[src/rtl/memctrl_remap.sv]
// Memory front end: arbitrates the banked main SRAM between BIST and functional
// access, and steers functional hits on a BIST-filled repair table to a spare SRAM.
module memctrl_remap #(
  parameter int BANK_AW = 6,
  parameter int WORD_AW = 10,
  parameter int DW      = 8,
  parameter int SPARE_N = 16,
  localparam int NBANK    = 2**BANK_AW,
  localparam int SPARE_AW = $clog2(SPARE_N),
  localparam int AW       = BANK_AW + WORD_AW
) (
  input  logic                CLK,
  input  logic                RSTN,
  input  logic                BIST_EN,
  input  logic                REPAIR_EN,
  input  logic                REPAIR_CLR,
  input  logic                CSB,
  input  logic                WEB,
  input  logic                OEB,
  input  logic [AW-1:0]       ADDR,
  input  logic [DW-1:0]       IDATA,
  input  logic [WORD_AW-1:0]  BIST_MEM_ADDR,
  input  logic                BIST_MEM_CE,
  input  logic                BIST_MEM_WEB,
  input  logic [NBANK-1:0]    BIST_MEM_CSB,
  input  logic [NBANK-1:0]    BIST_MEM_OEB,
  input  logic [DW-1:0]       BIST_MEM_IDATA,
  input  logic [BANK_AW-1:0]  BIST_MEM_ODATA_SELECT,
  input  logic                FAIL_VALID,
  input  logic [AW-1:0]       FAIL_ADDR,
  input  logic [DW-1:0]       MEM_ODATA,
  input  logic [DW-1:0]       SPARE_ODATA,
  output logic [WORD_AW-1:0]  MEM_ADDR,
  output logic                MEM_CE,
  output logic                MEM_WEB,
  output logic [NBANK-1:0]    MEM_CSB,
  output logic [NBANK-1:0]    MEM_OEB,
  output logic [DW-1:0]       MEM_IDATA,
  output logic [BANK_AW-1:0]  MEM_ODATA_SELECT,
  output logic [SPARE_AW-1:0] SPARE_ADDR,
  output logic                SPARE_CE,
  output logic                SPARE_CSB,
  output logic                SPARE_WEB,
  output logic                SPARE_OEB,
  output logic [DW-1:0]       SPARE_IDATA,
  output logic [DW-1:0]       ODATA,
  output logic                RVALID,
  output logic [SPARE_AW:0]   REPAIR_CNT,
  output logic                REPAIR_FULL,
  output logic                REPAIR_OVF
);

  localparam logic [NBANK-1:0]  BANK_ONE = {{(NBANK-1){1'b0}}, 1'b1};
  localparam logic [SPARE_AW:0] CNT_ONE  = {{SPARE_AW{1'b0}}, 1'b1};
  localparam logic [SPARE_AW:0] CNT_MAX  = (SPARE_AW+1)'(SPARE_N);

  logic [SPARE_N-1:0]  tbl_valid_r;
  logic [AW-1:0]       tbl_addr_r [SPARE_N];
  logic [SPARE_AW:0]   repair_cnt_r;
  logic                repair_full_r, repair_ovf_r;
  logic                fail_match_s, hit_s, insert_s, rd_req_s;
  logic [SPARE_AW-1:0] hit_idx_s;
  logic [BANK_AW-1:0]  bank_s;
  logic [WORD_AW-1:0]  word_s;

  logic [WORD_AW-1:0]  mem_addr_s, mem_addr_r;
  logic                mem_ce_s, mem_ce_r, mem_web_s, mem_web_r;
  logic [NBANK-1:0]    mem_csb_s, mem_csb_r, mem_oeb_s, mem_oeb_r;
  logic [DW-1:0]       mem_idata_s, mem_idata_r;
  logic [BANK_AW-1:0]  mem_sel_s, mem_sel_r;
  logic [SPARE_AW-1:0] spare_addr_s, spare_addr_r;
  logic                spare_ce_s, spare_ce_r, spare_csb_s, spare_csb_r;
  logic                spare_web_s, spare_web_r, spare_oeb_s, spare_oeb_r;
  logic [DW-1:0]       spare_idata_s, spare_idata_r;
  logic                p1_vld_r, p1_hit_r, p2_vld_r, p2_hit_r;

  assign bank_s   = ADDR[AW-1:WORD_AW];
  assign word_s   = ADDR[WORD_AW-1:0];
  assign insert_s = BIST_EN && FAIL_VALID && !fail_match_s;
  assign rd_req_s = !BIST_EN && !CSB && WEB && !OEB;

  // Parallel compare of functional and failing addresses against valid entries
  always_comb begin
    fail_match_s = 1'b0;
    hit_s        = 1'b0;
    hit_idx_s    = {SPARE_AW{1'b0}};
    for (int i = 0; i < SPARE_N; i++) begin
      fail_match_s = fail_match_s | (tbl_valid_r[i] && (tbl_addr_r[i] == FAIL_ADDR));
      if (!hit_s && tbl_valid_r[i] && (tbl_addr_r[i] == ADDR)) begin
        hit_s     = 1'b1;
        hit_idx_s = SPARE_AW'(i);
      end else begin
        hit_idx_s = hit_idx_s;
      end
    end
  end

  // Repair table fill, clear and overflow tracking; clear wins over insert
  always_ff @(posedge CLK or negedge RSTN) begin
    if (!RSTN) begin
      tbl_valid_r   <= {SPARE_N{1'b0}};
      repair_cnt_r  <= {(SPARE_AW+1){1'b0}};
      repair_full_r <= 1'b0;
      repair_ovf_r  <= 1'b0;
      for (int i = 0; i < SPARE_N; i++) tbl_addr_r[i] <= {AW{1'b0}};
    end else if (REPAIR_CLR) begin
      tbl_valid_r   <= {SPARE_N{1'b0}};
      repair_cnt_r  <= {(SPARE_AW+1){1'b0}};
      repair_full_r <= 1'b0;
      repair_ovf_r  <= 1'b0;
    end else if (insert_s) begin
      if (repair_cnt_r < CNT_MAX) begin
        tbl_valid_r[repair_cnt_r[SPARE_AW-1:0]] <= 1'b1;
        tbl_addr_r[repair_cnt_r[SPARE_AW-1:0]]  <= FAIL_ADDR;
        repair_cnt_r  <= repair_cnt_r + CNT_ONE;
        repair_full_r <= ((repair_cnt_r + CNT_ONE) == CNT_MAX);
      end else begin
        repair_ovf_r <= 1'b1;
      end
    end else begin
      repair_ovf_r <= repair_ovf_r;
    end
  end

  // Route the sampled request to main or spare; anything unused stays idle
  always_comb begin
    mem_addr_s    = {WORD_AW{1'b0}};
    mem_ce_s      = 1'b0;
    mem_web_s     = 1'b1;
    mem_csb_s     = {NBANK{1'b1}};
    mem_oeb_s     = {NBANK{1'b1}};
    mem_idata_s   = {DW{1'b0}};
    mem_sel_s     = {BANK_AW{1'b0}};
    spare_addr_s  = {SPARE_AW{1'b0}};
    spare_ce_s    = 1'b0;
    spare_csb_s   = 1'b1;
    spare_web_s   = 1'b1;
    spare_oeb_s   = 1'b1;
    spare_idata_s = {DW{1'b0}};
    if (BIST_EN) begin
      mem_addr_s  = BIST_MEM_ADDR;
      mem_ce_s    = BIST_MEM_CE;
      mem_web_s   = BIST_MEM_WEB;
      mem_csb_s   = BIST_MEM_CSB;
      mem_oeb_s   = BIST_MEM_OEB;
      mem_idata_s = BIST_MEM_IDATA;
      mem_sel_s   = BIST_MEM_ODATA_SELECT;
    end else if (!CSB) begin
      if (REPAIR_EN && hit_s) begin
        spare_addr_s  = hit_idx_s;
        spare_ce_s    = 1'b1;
        spare_csb_s   = 1'b0;
        spare_web_s   = WEB;
        spare_oeb_s   = OEB;
        spare_idata_s = IDATA;
      end else begin
        mem_addr_s  = word_s;
        mem_ce_s    = 1'b1;
        mem_web_s   = WEB;
        mem_csb_s   = ~(BANK_ONE << bank_s);
        mem_oeb_s   = {NBANK{OEB}} | ~(BANK_ONE << bank_s);
        mem_idata_s = IDATA;
        mem_sel_s   = bank_s;
      end
    end else begin
      mem_ce_s = 1'b0;
    end
  end

  // Memory-port output registers
  always_ff @(posedge CLK or negedge RSTN) begin
    if (!RSTN) begin
      mem_addr_r    <= {WORD_AW{1'b0}};
      mem_ce_r      <= 1'b0;
      mem_web_r     <= 1'b1;
      mem_csb_r     <= {NBANK{1'b1}};
      mem_oeb_r     <= {NBANK{1'b1}};
      mem_idata_r   <= {DW{1'b0}};
      mem_sel_r     <= {BANK_AW{1'b0}};
      spare_addr_r  <= {SPARE_AW{1'b0}};
      spare_ce_r    <= 1'b0;
      spare_csb_r   <= 1'b1;
      spare_web_r   <= 1'b1;
      spare_oeb_r   <= 1'b1;
      spare_idata_r <= {DW{1'b0}};
    end else begin
      mem_addr_r    <= mem_addr_s;
      mem_ce_r      <= mem_ce_s;
      mem_web_r     <= mem_web_s;
      mem_csb_r     <= mem_csb_s;
      mem_oeb_r     <= mem_oeb_s;
      mem_idata_r   <= mem_idata_s;
      mem_sel_r     <= mem_sel_s;
      spare_addr_r  <= spare_addr_s;
      spare_ce_r    <= spare_ce_s;
      spare_csb_r   <= spare_csb_s;
      spare_web_r   <= spare_web_s;
      spare_oeb_r   <= spare_oeb_s;
      spare_idata_r <= spare_idata_s;
    end
  end

  // Two-stage read tracker: stage 1 while the SRAM samples, stage 2 while data is out
  always_ff @(posedge CLK or negedge RSTN) begin
    if (!RSTN) begin
      p1_vld_r <= 1'b0;
      p1_hit_r <= 1'b0;
      p2_vld_r <= 1'b0;
      p2_hit_r <= 1'b0;
    end else begin
      p1_vld_r <= rd_req_s;
      p1_hit_r <= rd_req_s && REPAIR_EN && hit_s;
      p2_vld_r <= p1_vld_r;
      p2_hit_r <= p1_hit_r;
    end
  end

  assign MEM_ADDR         = mem_addr_r;
  assign MEM_CE           = mem_ce_r;
  assign MEM_WEB          = mem_web_r;
  assign MEM_CSB          = mem_csb_r;
  assign MEM_OEB          = mem_oeb_r;
  assign MEM_IDATA        = mem_idata_r;
  assign MEM_ODATA_SELECT = mem_sel_r;
  assign SPARE_ADDR       = spare_addr_r;
  assign SPARE_CE         = spare_ce_r;
  assign SPARE_CSB        = spare_csb_r;
  assign SPARE_WEB        = spare_web_r;
  assign SPARE_OEB        = spare_oeb_r;
  assign SPARE_IDATA      = spare_idata_r;
  assign RVALID           = p2_vld_r;
  assign ODATA            = p2_vld_r ? (p2_hit_r ? SPARE_ODATA : MEM_ODATA) : {DW{1'b0}};
  assign REPAIR_CNT       = repair_cnt_r;
  assign REPAIR_FULL      = repair_full_r;
  assign REPAIR_OVF       = repair_ovf_r;

endmodule

[config.mk]
export PLATFORM = sky130hd
export DESIGN_NAME = memctrl_remap
export DESIGN_NICKNAME = d
export VERILOG_FILES = /design/src/rtl/memctrl_remap.sv
export SDC_FILE = /design/constraint.sdc
export NUM_CORES = 1
export LEC_CHECK = 0
export CAP_MARGIN = 10
export CORE_ASPECT_RATIO = 0.5
export CORE_UTILIZATION = 42
export CTS_CLUSTER_DIAMETER = 40
export DETAILED_ROUTE_END_ITERATION = 6
export PLACE_DENSITY = 0.65
export REMOVE_ABC_BUFFERS = 1
export SETUP_SLACK_MARGIN = 0.02
export SKIP_LAST_GASP = 1
export SLEW_MARGIN = 20
export SYNTH_ARGS = -nofsm -noshare
export SYNTH_HDL_FRONTEND = slang
export SYNTH_SLANG_ARGS = --single-unit
[constraint.sdc]
create_clock -name CLK -period 4.6 [get_ports CLK]
set_clock_uncertainty 0.15 [all_clocks]
set_input_delay 0.46 -clock CLK [delete_from_list [all_inputs] [get_ports CLK]]
set_output_delay 0.46 -clock CLK [all_outputs]
set_load 0.005 [all_outputs]
==> results of run 1 <==
-- routing by layer --
metal / share of wire [%] / vias to the layer above
met1: 45 / 8748
met4: 2.6 / 2
met5: 0.010 / -
met2: 48 / 493
li1: - / 7772
met3: 4.6 / 142
-- power by group through the flow --
stage | Clock (mW) | Combinational (mW) | Sequential, mW
floorplan | 0 | 0.561 | 4.42
global placement | 0 | 1.42 | 4.44
detailed placement | 0 | 1.43 | 4.45
CTS | 4.35 | 1.44 | 4.38
global route | 4.51 | 1.55 | 4.40
finish | 4.28 | 1.44 | 4.38
-- final timing paths --
check	startpoint	endpoint	slack, ns	cells after the start
setup / recovery	ADDR[7]	MEM_IDATA[7]$_DFF_PN0_	0.80	11
hold / removal	p1_vld_r$_DFF_PN0_	RVALID$_DFF_PN0_	0.21	0
setup reg to reg	tbl_addr_r[41]$_DFFE_PN0P_	tbl_addr_r[128]$_DFFE_PN0P_	1.05	9
hold reg to reg	p1_vld_r$_DFF_PN0_	RVALID$_DFF_PN0_	0.21	0
max in group asynchronous	RSTN	MEM_IDATA[7]$_DFF_PN0_	2.80	3
min in group asynchronous	RSTN	tbl_addr_r[11]$_DFFE_PN0P_	0.29	2
-- flip-flops by register name, summed over array words and instances (netlist names), 4 cells and up --
register          cells
MEM_CSB              64
MEM_IDATA             8
MEM_OEB              64
SPARE_IDATA           8
tbl_addr_r          256
MEM_ADDR             10
tbl_valid_r          16
REPAIR_CNT            5
MEM_ODATA_SELECT      6
SPARE_ADDR            4
-- final cells by class --
type | count | area (um^2)
Antenna cell | 3 | 7.51
Fill cell | 4958 | 26700
Timing Repair Buffer | 466 | 4830
Clock buffer | 68 | 1420
Clock inverter | 28 | 322
Tap cell | 768 | 961
Inverter | 12 | 45.0
Sequential cell | 453 | 11500
Multi-Input combinational cell | 1438 | 11700
-- cells by family (layout without fill, tap and decap cells) --
logic type,count (synthesis),in the layout,share of synthesized area [%]
other,0,3,0
muxes,265,265,12.1
AOI/OAI and AO/OA,210,210,5.61
and+or+nand+nor,445,445,11.1
DFF,453,453,47.0
adders and majority gates,5,5,0.256
buffers and inverters,173,574,5.46
xor gates and xnor gates,513,513,18.4
-- what timing repair did --
action,CTS,global route
setup buffers,0,0
hold buffers,1,0
endpoints found under the hold margin,66,0
-- per-stage QoR --
stage               setup slack, ns  utilization (%)  area (um^2)  power (mW)
detailed placement            0.276             50.4        29000        5.88
CTS                           0.882             53.5        30700        10.2
global route                  0.646             53.5        30700        10.5
floorplan                     0.202                -        23200        4.99
finish                        0.800             53.5        30700        10.1
global placement              0.334             50.4        29000        5.87
-- placed cells by master, fill, tap and decap left out, types with 8 or more instances in the layout --
master and n:
nand4_1 39, nor3_1 47, dfrtp_1 321, a21oi_1 127, nor2_1 21, dfstp_2 132, clkbuf_16 51, mux2i_1 9
nor4_1 99, o22ai_1 13, clkbuf_8 8, clkbuf_1 9, o21a_1 18, xor2_1 419, a22o_1 24, buf_12 34
nor2_8 8, clkdlybuf4s50_1 380, buf_2 22, and2_1 8, nor2b_1 138, xnor2_1 92, inv_1 11, mux2_2 256
nand2_1 48, nand3_1 8, buf_4 28
==> results.ini, run 1 <==
[worst_hold_path]
hold_path.class = reg -> reg

[global_routing]
grt_antenna_before_repair = 4
grt_start_max_net_pins = 121
grtUsageMet3_pct = 2.86
grt_pass1_wl_um = 116000
grt_busiest_layer = met2
grt_use_met2_pct = 42.7
grt_pass1_vias = 17600
grt_overflow = 0
grtUsageMet1_pct = 35.8
grt_usage_pct = 25.8

[yosys]
yosysMostFrequentCell = xor2_1
synth.avg_cell_area_um2 = 11.9
yosysWarnings = 0
synth_edf_count = 0
synth_seq_area_share_pct = 47.0
synth_area_leaders = dfrtp_1 33%, xor2_1 15%, dfstp_2 14%, mux2_2 12%, nor2b_1 3.5%
syn_area_um2 = 24500
synth_top_cell_by_area = dfrtp_1
netlist_top_cells_count = 419 x xor2_1, 321 x dfrtp_1, 256 x mux2_2
ys_seq_elements = 453
synthArstFlopShare_pct = 100
synth_cell_type_count = 62
netlist_instances = 2064
synth_flop_cell = dfrtp_1
synth_top_area_share_pct = 32.8

[timing]
max_slew_margin_pct = 27.9
min_period_ns = 3.80
setup_tns_ns = 0
whs_ns = 0.211
setup_viol = 0
rsz0062_at_grt = no
fmax_mhz = 263
finalMaxSlewViolations = 0
layout_worst_path_cycle_share_pct = 82.6
hold_viol_final = 0
worstMarginPinSlew_ns = 1.08

[worst_setup_path]
crit_buf_inv = 3
critPathMaxStageDelay_ns = 0.83
crit_type = in -> reg
cp.required_ns = 4.97
startpoint_type = primary input
cp_max_fo = 15
cp_slowest_cell = clkdlybuf4s50_1
critical_path.cell_chain = clkdlybuf4s50_1 -> buf_12 -> xor2_1 -> nor4_1 -> nand4_1 -> o22ai_1 -> nor4_2 -> nand3_4 -> a21oi_2 -> buf_4 -> a22o_1
cp.arrival_ns = 4.17
cp-end-kind = flip-flop
critPathTopFamily = buffers and inverters

[floorplan]
die_area_um2 = 59300
die_h_um = 173
die_w_um = 343
core_area_um2 = 57500
rows = 62
io_pins = 405
start_util_pct = 42.6

[job]
max-cap-violations = 0

[status]
outcome = finished clean

[detailed_routing]
ant_nets = 0
wl_per_cell_um = 24.1
vias = 17200
first_pass_iters = 6
vias_per_cell = 5.30
drtIter0Drc = 1307
route.detailed.drc = 0
drt_wl_total_um = 77900

[clock_tree]
htreeDepth = 2
clock-sinks = 453
path_clk_slew_ns = 0.07
cts_tree = built
clockBufferDepth = 3
cts_buffers = 51
root_buffer = clkbuf_16
cts-resized-gates = 0
clkLatencyLatePin_ns = 0.60

[placed_design]
gp_routability_congestion = 0.866
port_buffers = 404
placedCellCount = 3136
post-dp-hpwl_um = 50800

[power]
switchingPower_mw = 2.72
p_per_area_nw_per_um2 = 329
vdd_drop_max_uv = 252
p_int_mw = 7.37
power_frac_clock_pct = 42.4
swShare_pct = 27.0
p_leak_nw = 13.8
seqPwrFrac_pct = 43.4
pwr-share-comb_pct = 14.2

[finish]
fin_nets = 2646
drive_gt1_share_pct = 24.3
fin_cells = 3236
area_growth_pct = 25.6

Power figures use the tool's default switching activity.
==> run 2: changes to the inputs <==
==> constraint.sdc (replaced) <==
create_clock -name CLK -period 3.5 [get_ports CLK]
set_clock_uncertainty 0.15 [all_clocks]
set_input_delay 0.35 -clock CLK [delete_from_list [all_inputs] [get_ports CLK]]
set_output_delay 0.35 -clock CLK [all_outputs]
set_load 0.005 [all_outputs]
==> results.ini, run 2 (synthesis gave the netlist of run 1 again) <==
[finish]
fin_cells = 3316  ; was 3236
regArea_um2 = 11500  ; unchanged
largest_register = tbl_addr_r  ; unchanged
final_cell_mix = 419 x xor2_1, 380 x clkdlybuf4s50_1, 321 x dfrtp_1  ; unchanged
largest_reg_flops = 256  ; unchanged
fin_nets = 2732  ; was 2646
final_common_cell = xor2_1  ; unchanged
multiInputGateArea_um2 = 11700  ; about the same
drive_gt1_share_pct = 26.7  ; was 24.3%
area_growth_pct = 29.0  ; was 25.6%
fillers = 4957  ; was 4958

[detailed_routing]
vias_per_cell = 5.29  ; was 5.30
first_pass_iters = 7  ; was 6
vias = 17500  ; was 17.2k
drt_wl_total_um = 78400  ; was 77900 um
route.detailed.drc = 1  ; was 0
drtIter0Drc = 1280  ; was 1307
wl_per_cell_um = 23.6  ; was 24.1 um
ant_nets = 0  ; unchanged

[worst_setup_path]
crit_type = in -> reg  ; unchanged
critical_path.cell_chain = dlygate4sd3_1 -> buf_2 -> buf_12 -> xor2_1 -> nor4_1 -> nand4_1 -> o22ai_1 -> nor4_2 -> buf_4 -> nand3_2 -> buf_12 -> buf_4 -> nor2_8 -> mux2_2  ; was clkdlybuf4s50_1 -> buf_12 -> xor2_1 -> nor4_1 -> nand4_1 -> o22ai_1 -> nor4_2 -> nand3_4 -> a21oi_2 -> buf_4 -> a22o_1
cp_max_fo = 18  ; was 15
cp-end-kind = flip-flop  ; unchanged
cp_slowest_cell = dlygate4sd3_1  ; was clkdlybuf4s50_1
critPathMaxStageDelay_ns = 0.53  ; was 0.83 ns
cp.arrival_ns = 3.57  ; was 4.17 ns
startpoint_type = primary input  ; unchanged
cp.required_ns = 3.81  ; was 4.97 ns
rr_worst_depth = 11  ; was 9

[global_routing]
grt_use_met2_pct = 43.5  ; was 42.7%
grt_start_max_net_pins = 87  ; was 121
grt_usage_pct = 26.2  ; was 25.8%
grtUsageMet3_pct = 3.13  ; was 2.86%
grt_pass1_wl_um = 117000  ; was 116000 um
grt_overflow = 0  ; unchanged
grt_busiest_layer = met2  ; unchanged
grt_antenna_before_repair = 2  ; was 4
grt_pass1_vias = 17900  ; was 17.6k
grtUsageMet1_pct = 36.4  ; was 35.8%

[clock_tree]
clockBufferDepth = 3  ; unchanged
htreeDepth = 2  ; unchanged
cts_buffers = 51  ; unchanged
cts_tree = built  ; unchanged
clock-sinks = 453  ; unchanged
root_buffer = clkbuf_16  ; unchanged
clkLatencyLatePin_ns = 0.59  ; was 0.60 ns
path_clk_slew_ns = 0.06  ; was 0.07 ns

[timing]
whs_ns = 0.0700  ; was 0.211 ns
setup_ws_ns = 0.242  ; was 0.800 ns
setup_viol = 0  ; unchanged
rsz0062_at_grt = no  ; unchanged
min_period_ns = 3.26
worstMarginPinSlew_ns = 0.956  ; was 1.08 ns
max_slew_margin_pct = 35.8  ; was 27.9%
finalMaxSlewViolations = 0  ; unchanged
hold_viol_final = 0  ; unchanged
layout_worst_path_cycle_share_pct = 93.1
fmax_mhz = 307

[status]
outcome = complete, but fails checks  ; was finished clean
violations = DRC

[power]
pwr-share-comb_pct = 14.8  ; was 14.2%
p_int_mw = 9.80  ; was 7.37 mW
p_leak_nw = 14.2  ; was 13.8 nW
power_frac_clock_pct = 42.1  ; was 42.4%
swShare_pct = 26.6  ; was 27.0%
power.total_mw = 13.4  ; was 10.1 mW
vdd_drop_max_uv = 319  ; was 252 uV
switchingPower_mw = 3.55  ; was 2.72 mW
seqPwrFrac_pct = 43.2  ; was 43.4%
p_per_area_nw_per_um2 = 423  ; was 329 nW/um^2

[floorplan]
core_area_um2 = 57500  ; unchanged
die_area_um2 = 59300  ; unchanged
io_pins = 405  ; unchanged
die_h_um = 173  ; unchanged
start_util_pct = 42.6  ; unchanged
die_w_um = 343  ; unchanged
rows = 62  ; unchanged

[placed_design]
gp_routability_congestion = 0.905  ; was 0.866
port_buffers = 404  ; unchanged
post-dp-hpwl_um = 55400  ; was 50800 um
placedCellCount = 3219  ; was 3136
post-place-ws_ns = -0.0899  ; was 0.276 ns

[worst_hold_path]
hold_depth = 3  ; was 0
hold_path.class = in -> reg  ; was reg -> reg

[job]
max-cap-violations = 0  ; unchanged

[run 2: area by class of cell]
type                       instances  area share (%)
multi-input combinational       1438            36.9
sequential                       453            36.4
tap                              768            3.04
clock inverter                    23           0.939
inverter                          12           0.143
clock buffer                      69            4.58
timing repair buffer             552            17.9
antenna                            1         0.00792
[run 2: worst paths after layout]
path                                                   from                           to  slack, ns
worst max-delay path                          FAIL_ADDR[15]   tbl_addr_r[91]$_DFFE_PN0P_       0.24
worst min-delay path                           FAIL_ADDR[4]  tbl_addr_r[180]$_DFFE_PN0P_       0.07
worst max register to register  tbl_addr_r[110]$_DFFE_PN0P_   tbl_addr_r[91]$_DFFE_PN0P_       0.45
worst min register to register           p1_vld_r$_DFF_PN0_             RVALID$_DFF_PN0_       0.20
max in group asynchronous                              RSTN  tbl_addr_r[131]$_DFFE_PN0P_       1.93
min in group asynchronous                              RSTN   tbl_addr_r[11]$_DFFE_PN0P_       0.25
[run 2: timing repair]
item                                   CTS  global route
setup buffers                            0             2
gates resized for setup                  0             2
setup endpoints to repair                0            64
endpoints found under the hold margin   67             0
hold buffers                             2             0
[run 2: metal layers]
layer	wire [um]	vias to the layer above
met5	0	-
met4	1800	0
met3	3560	120
met2	37800	501
met1	35200	8984
li1	-	7937
[run 2: per-stage QoR]
stage	cell area (um^2)	setup TNS (ns)	util (%)
2_1_floorplan	23200	-14.19	-
3_3_place_gp	29800	-5.68	51.8
3_5_place_dp	29800	-4.69	51.8
4_1_cts	31500	0	54.9
5_1_grt	31600	0	54.9
6_report	31600	0	54.9
[run 2: worst max-delay path, delay by kind of cell]
kind	cells	cell delay [ns]
buffers and inverters	6	1.49
muxes	1	0.38
AOI/OAI and AO/OA	1	0.16
and+or+nand+nor	5	1.00
xor gates and xnor gates	1	0.16
[run 2: power groups by stage]
stage               combinational (mW)  sequential [mW]  clock (mW)
floorplan                        0.737             5.82           0
global placement                  1.95             5.84           0
detailed placement                1.97             5.85           0
CTS                               1.98             5.76        5.70
global route                      2.11             5.79        5.93
finish                            1.97             5.76        5.62
==> run 3: changes to the inputs <==
--- a/config.mk
+++ b/config.mk
@@ -8,11 +8,12 @@
 export CAP_MARGIN = 10
 export CORE_ASPECT_RATIO = 0.5
 export CORE_UTILIZATION = 42
-export CTS_CLUSTER_DIAMETER = 40
+export CTS_CLUSTER_DIAMETER = 30
 export DETAILED_ROUTE_END_ITERATION = 6
 export PLACE_DENSITY = 0.65
 export REMOVE_ABC_BUFFERS = 1
 export SETUP_SLACK_MARGIN = 0.02
+export SKIP_CTS_REPAIR_TIMING = 1
 export SKIP_LAST_GASP = 1
 export SLEW_MARGIN = 20
 export SYNTH_ARGS = -nofsm -noshare
==> results.ini, run 3 (synthesis gave the netlist of run 1 again) <==
[worst_setup_path]
cp_max_fo = 17  ; was 18
cp.required_ns = 3.84  ; was 3.81 ns
cp.arrival_ns = 3.59  ; was 3.57 ns
cp-end-kind = flip-flop  ; unchanged
r2r_start = tbl_addr_r[80]$_DFFE_PN0P_  ; was tbl_addr_r[110]$_DFFE_PN0P_
worstReg2RegEnd = tbl_addr_r[23]$_DFFE_PN0P_  ; was tbl_addr_r[91]$_DFFE_PN0P_
rrSetupSlack_ns = 0.25  ; was 0.45 ns
setup.worst_path.start = tbl_addr_r[80]$_DFFE_PN0P_  ; was FAIL_ADDR[15]
crit_type = reg -> reg  ; was in -> reg
startpoint_type = flip-flop  ; was primary input
cp-endpoint = tbl_addr_r[23]$_DFFE_PN0P_  ; was tbl_addr_r[91]$_DFFE_PN0P_
rr_worst_depth = 10  ; was 11

[floorplan]
die_w_um = 343  ; unchanged
die_h_um = 173  ; unchanged
start_util_pct = 42.6  ; unchanged
core_area_um2 = 57500  ; unchanged
die_area_um2 = 59300  ; unchanged
rows = 62  ; unchanged
io_pins = 405  ; unchanged

[global_routing]
grt_pass1_vias = 18400  ; was 17.9k
grt_pass1_wl_um = 120000  ; was 117000 um
grt_start_max_net_pins = 87  ; unchanged
grt_overflow = 0  ; unchanged
grt_antenna_before_repair = 2  ; unchanged
grt_usage_pct = 26.7  ; was 26.2%

[finish]
fin_cells = 3375  ; was 3316
fin_nets = 2762  ; was 2732
largest_reg_flops = 256  ; unchanged
largest_register = tbl_addr_r  ; unchanged
final_cell_mix = 419 x xor2_1, 380 x clkdlybuf4s50_1, 321 x dfrtp_1  ; unchanged
area_growth_pct = 33.8  ; was 29.0%
drive_gt1_share_pct = 28.4  ; was 26.7%
final_common_cell = xor2_1  ; unchanged
final_util_pct = 57.0  ; was 54.9%

[job]
max-cap-violations = 0  ; unchanged

[clock_tree]
clock-sinks = 453  ; unchanged
clkLatencyLatePin_ns = 0.64  ; was 0.59 ns
path_clk_slew_ns = 0.05  ; was 0.06 ns
cts_buffers = 83  ; was 51
clockBufferDepth = 3  ; unchanged
root_buffer = clkbuf_16  ; unchanged
htreeDepth = 3  ; was 2
cts_tree = built  ; unchanged

[detailed_routing]
wl_per_cell_um = 23.6  ; about the same
route.detailed.drc = 1  ; unchanged
ant_nets = 0  ; unchanged
first_pass_iters = 7  ; unchanged
vias = 17800  ; was 17.5k
vias_per_cell = 5.27  ; was 5.29
drt_wl_total_um = 79700  ; was 78400 um
drtIter0Drc = 1248  ; was 1280

[placed_design]
port_buffers = 404  ; unchanged
post-dp-hpwl_um = 55400  ; unchanged
post-place-ws_ns = -0.0899  ; unchanged
placedCellCount = 3219  ; unchanged
gp_routability_congestion = 0.905  ; unchanged

[timing]
finalMaxSlewViolations = 0  ; unchanged
rsz0062_at_grt = no  ; unchanged
setup_viol = 0  ; unchanged
whs_ns = 0.0312  ; was 0.0700 ns
setup_ws_ns = 0.246  ; was 0.242 ns
fmax_mhz = 307  ; about the same
hold_viol_final = 0  ; unchanged
setup_tns_ns = 0  ; unchanged
max_slew_margin_pct = 32.2  ; was 35.8%
layout_worst_path_cycle_share_pct = 93.0  ; was 93.1%
min_period_ns = 3.25  ; was 3.26 ns
worstMarginPinSlew_ns = 1.01  ; was 0.956 ns

[power]
p_leak_nw = 14.8  ; was 14.2 nW
vdd_drop_max_uv = 310  ; was 319 uV
p_per_area_nw_per_um2 = 494  ; was 423 nW/um^2

[status]
outcome = complete, but fails checks  ; unchanged
violations = DRC  ; unchanged

[worst_hold_path]
hold_path.class = in -> reg  ; unchanged

==> run 3: cell types whose count changed in the layout (fill, tap and decap cells not counted), sizes merged <==
cell and change:
clkbuf +32, clkinv +18, clkinvlp +7, bufinv +6, buf -2, inv -2
==> run 3: layout make-up <==
class,instances,area [um^2]
multi-input cells,1438,11700
diodes,1,2.50
clock inverters,52,733
well taps,768,961
flip-flops and latches,453,11500
repair buffers,550,5630
fillers,4855,24700
clock buffers,101,2240
inverters,12,45.0
==> run 3: power breakdown <==
part	total (mW)	internal (mW)	switching, mW
logic	1.97	1.00	0.971
registers	5.77	5.56	0.215
clock network	8.44	5.39	3.05
total	16.2	11.9	4.24
==> run 3: worst min-delay path by stage <==
stage                                  start  slack (ns)  cells after the start                         end
after floorplan                         RSTN        -0.1                      0       MEM_ADDR[0]$_DFF_PN0_
after global placement    p1_hit_r$_DFF_PN0_        0.19                      0          p2_hit_r$_DFF_PN0_
after detailed placement  p1_vld_r$_DFF_PN0_        0.19                      0            RVALID$_DFF_PN0_
after CTS                               RSTN       -0.37                      1  tbl_addr_r[43]$_DFFE_PN0P_
after global routing            FAIL_ADDR[6]        0.02                      3  tbl_addr_r[86]$_DFFE_PN0P_
final                           FAIL_ADDR[4]        0.03                      3  tbl_addr_r[68]$_DFFE_PN0P_
==> run 3: through the flow <==
step	area, um^2	total power [mW]
floorplan	23200	6.55
global placement	29800	7.79
detailed placement	29800	7.81
CTS	32700	16.3
global route	32800	16.7
finish	32800	16.2
==> run 3: routing by layer <==
layer	wire length (um)	share of wire [%]	GRT usage (%)
met1	35600	45	36.9
met2	38600	48	44.1
met3	3710	4.7	3.58
met4	1720	2.2	7.24
met5	0	0	0
==> run 3: worst max-delay path, stage by stage, from the launching register on <==
cell	delay, ns
dfrtp_1	0.40
xor2_1	0.21
nor4_1	0.10
nand4_1	0.12
o22ai_1	0.15
nor4_2	0.31
buf_4	0.20
nand3_2	0.11
buf_12	0.19
nor2_2	0.75
mux2_2	0.42
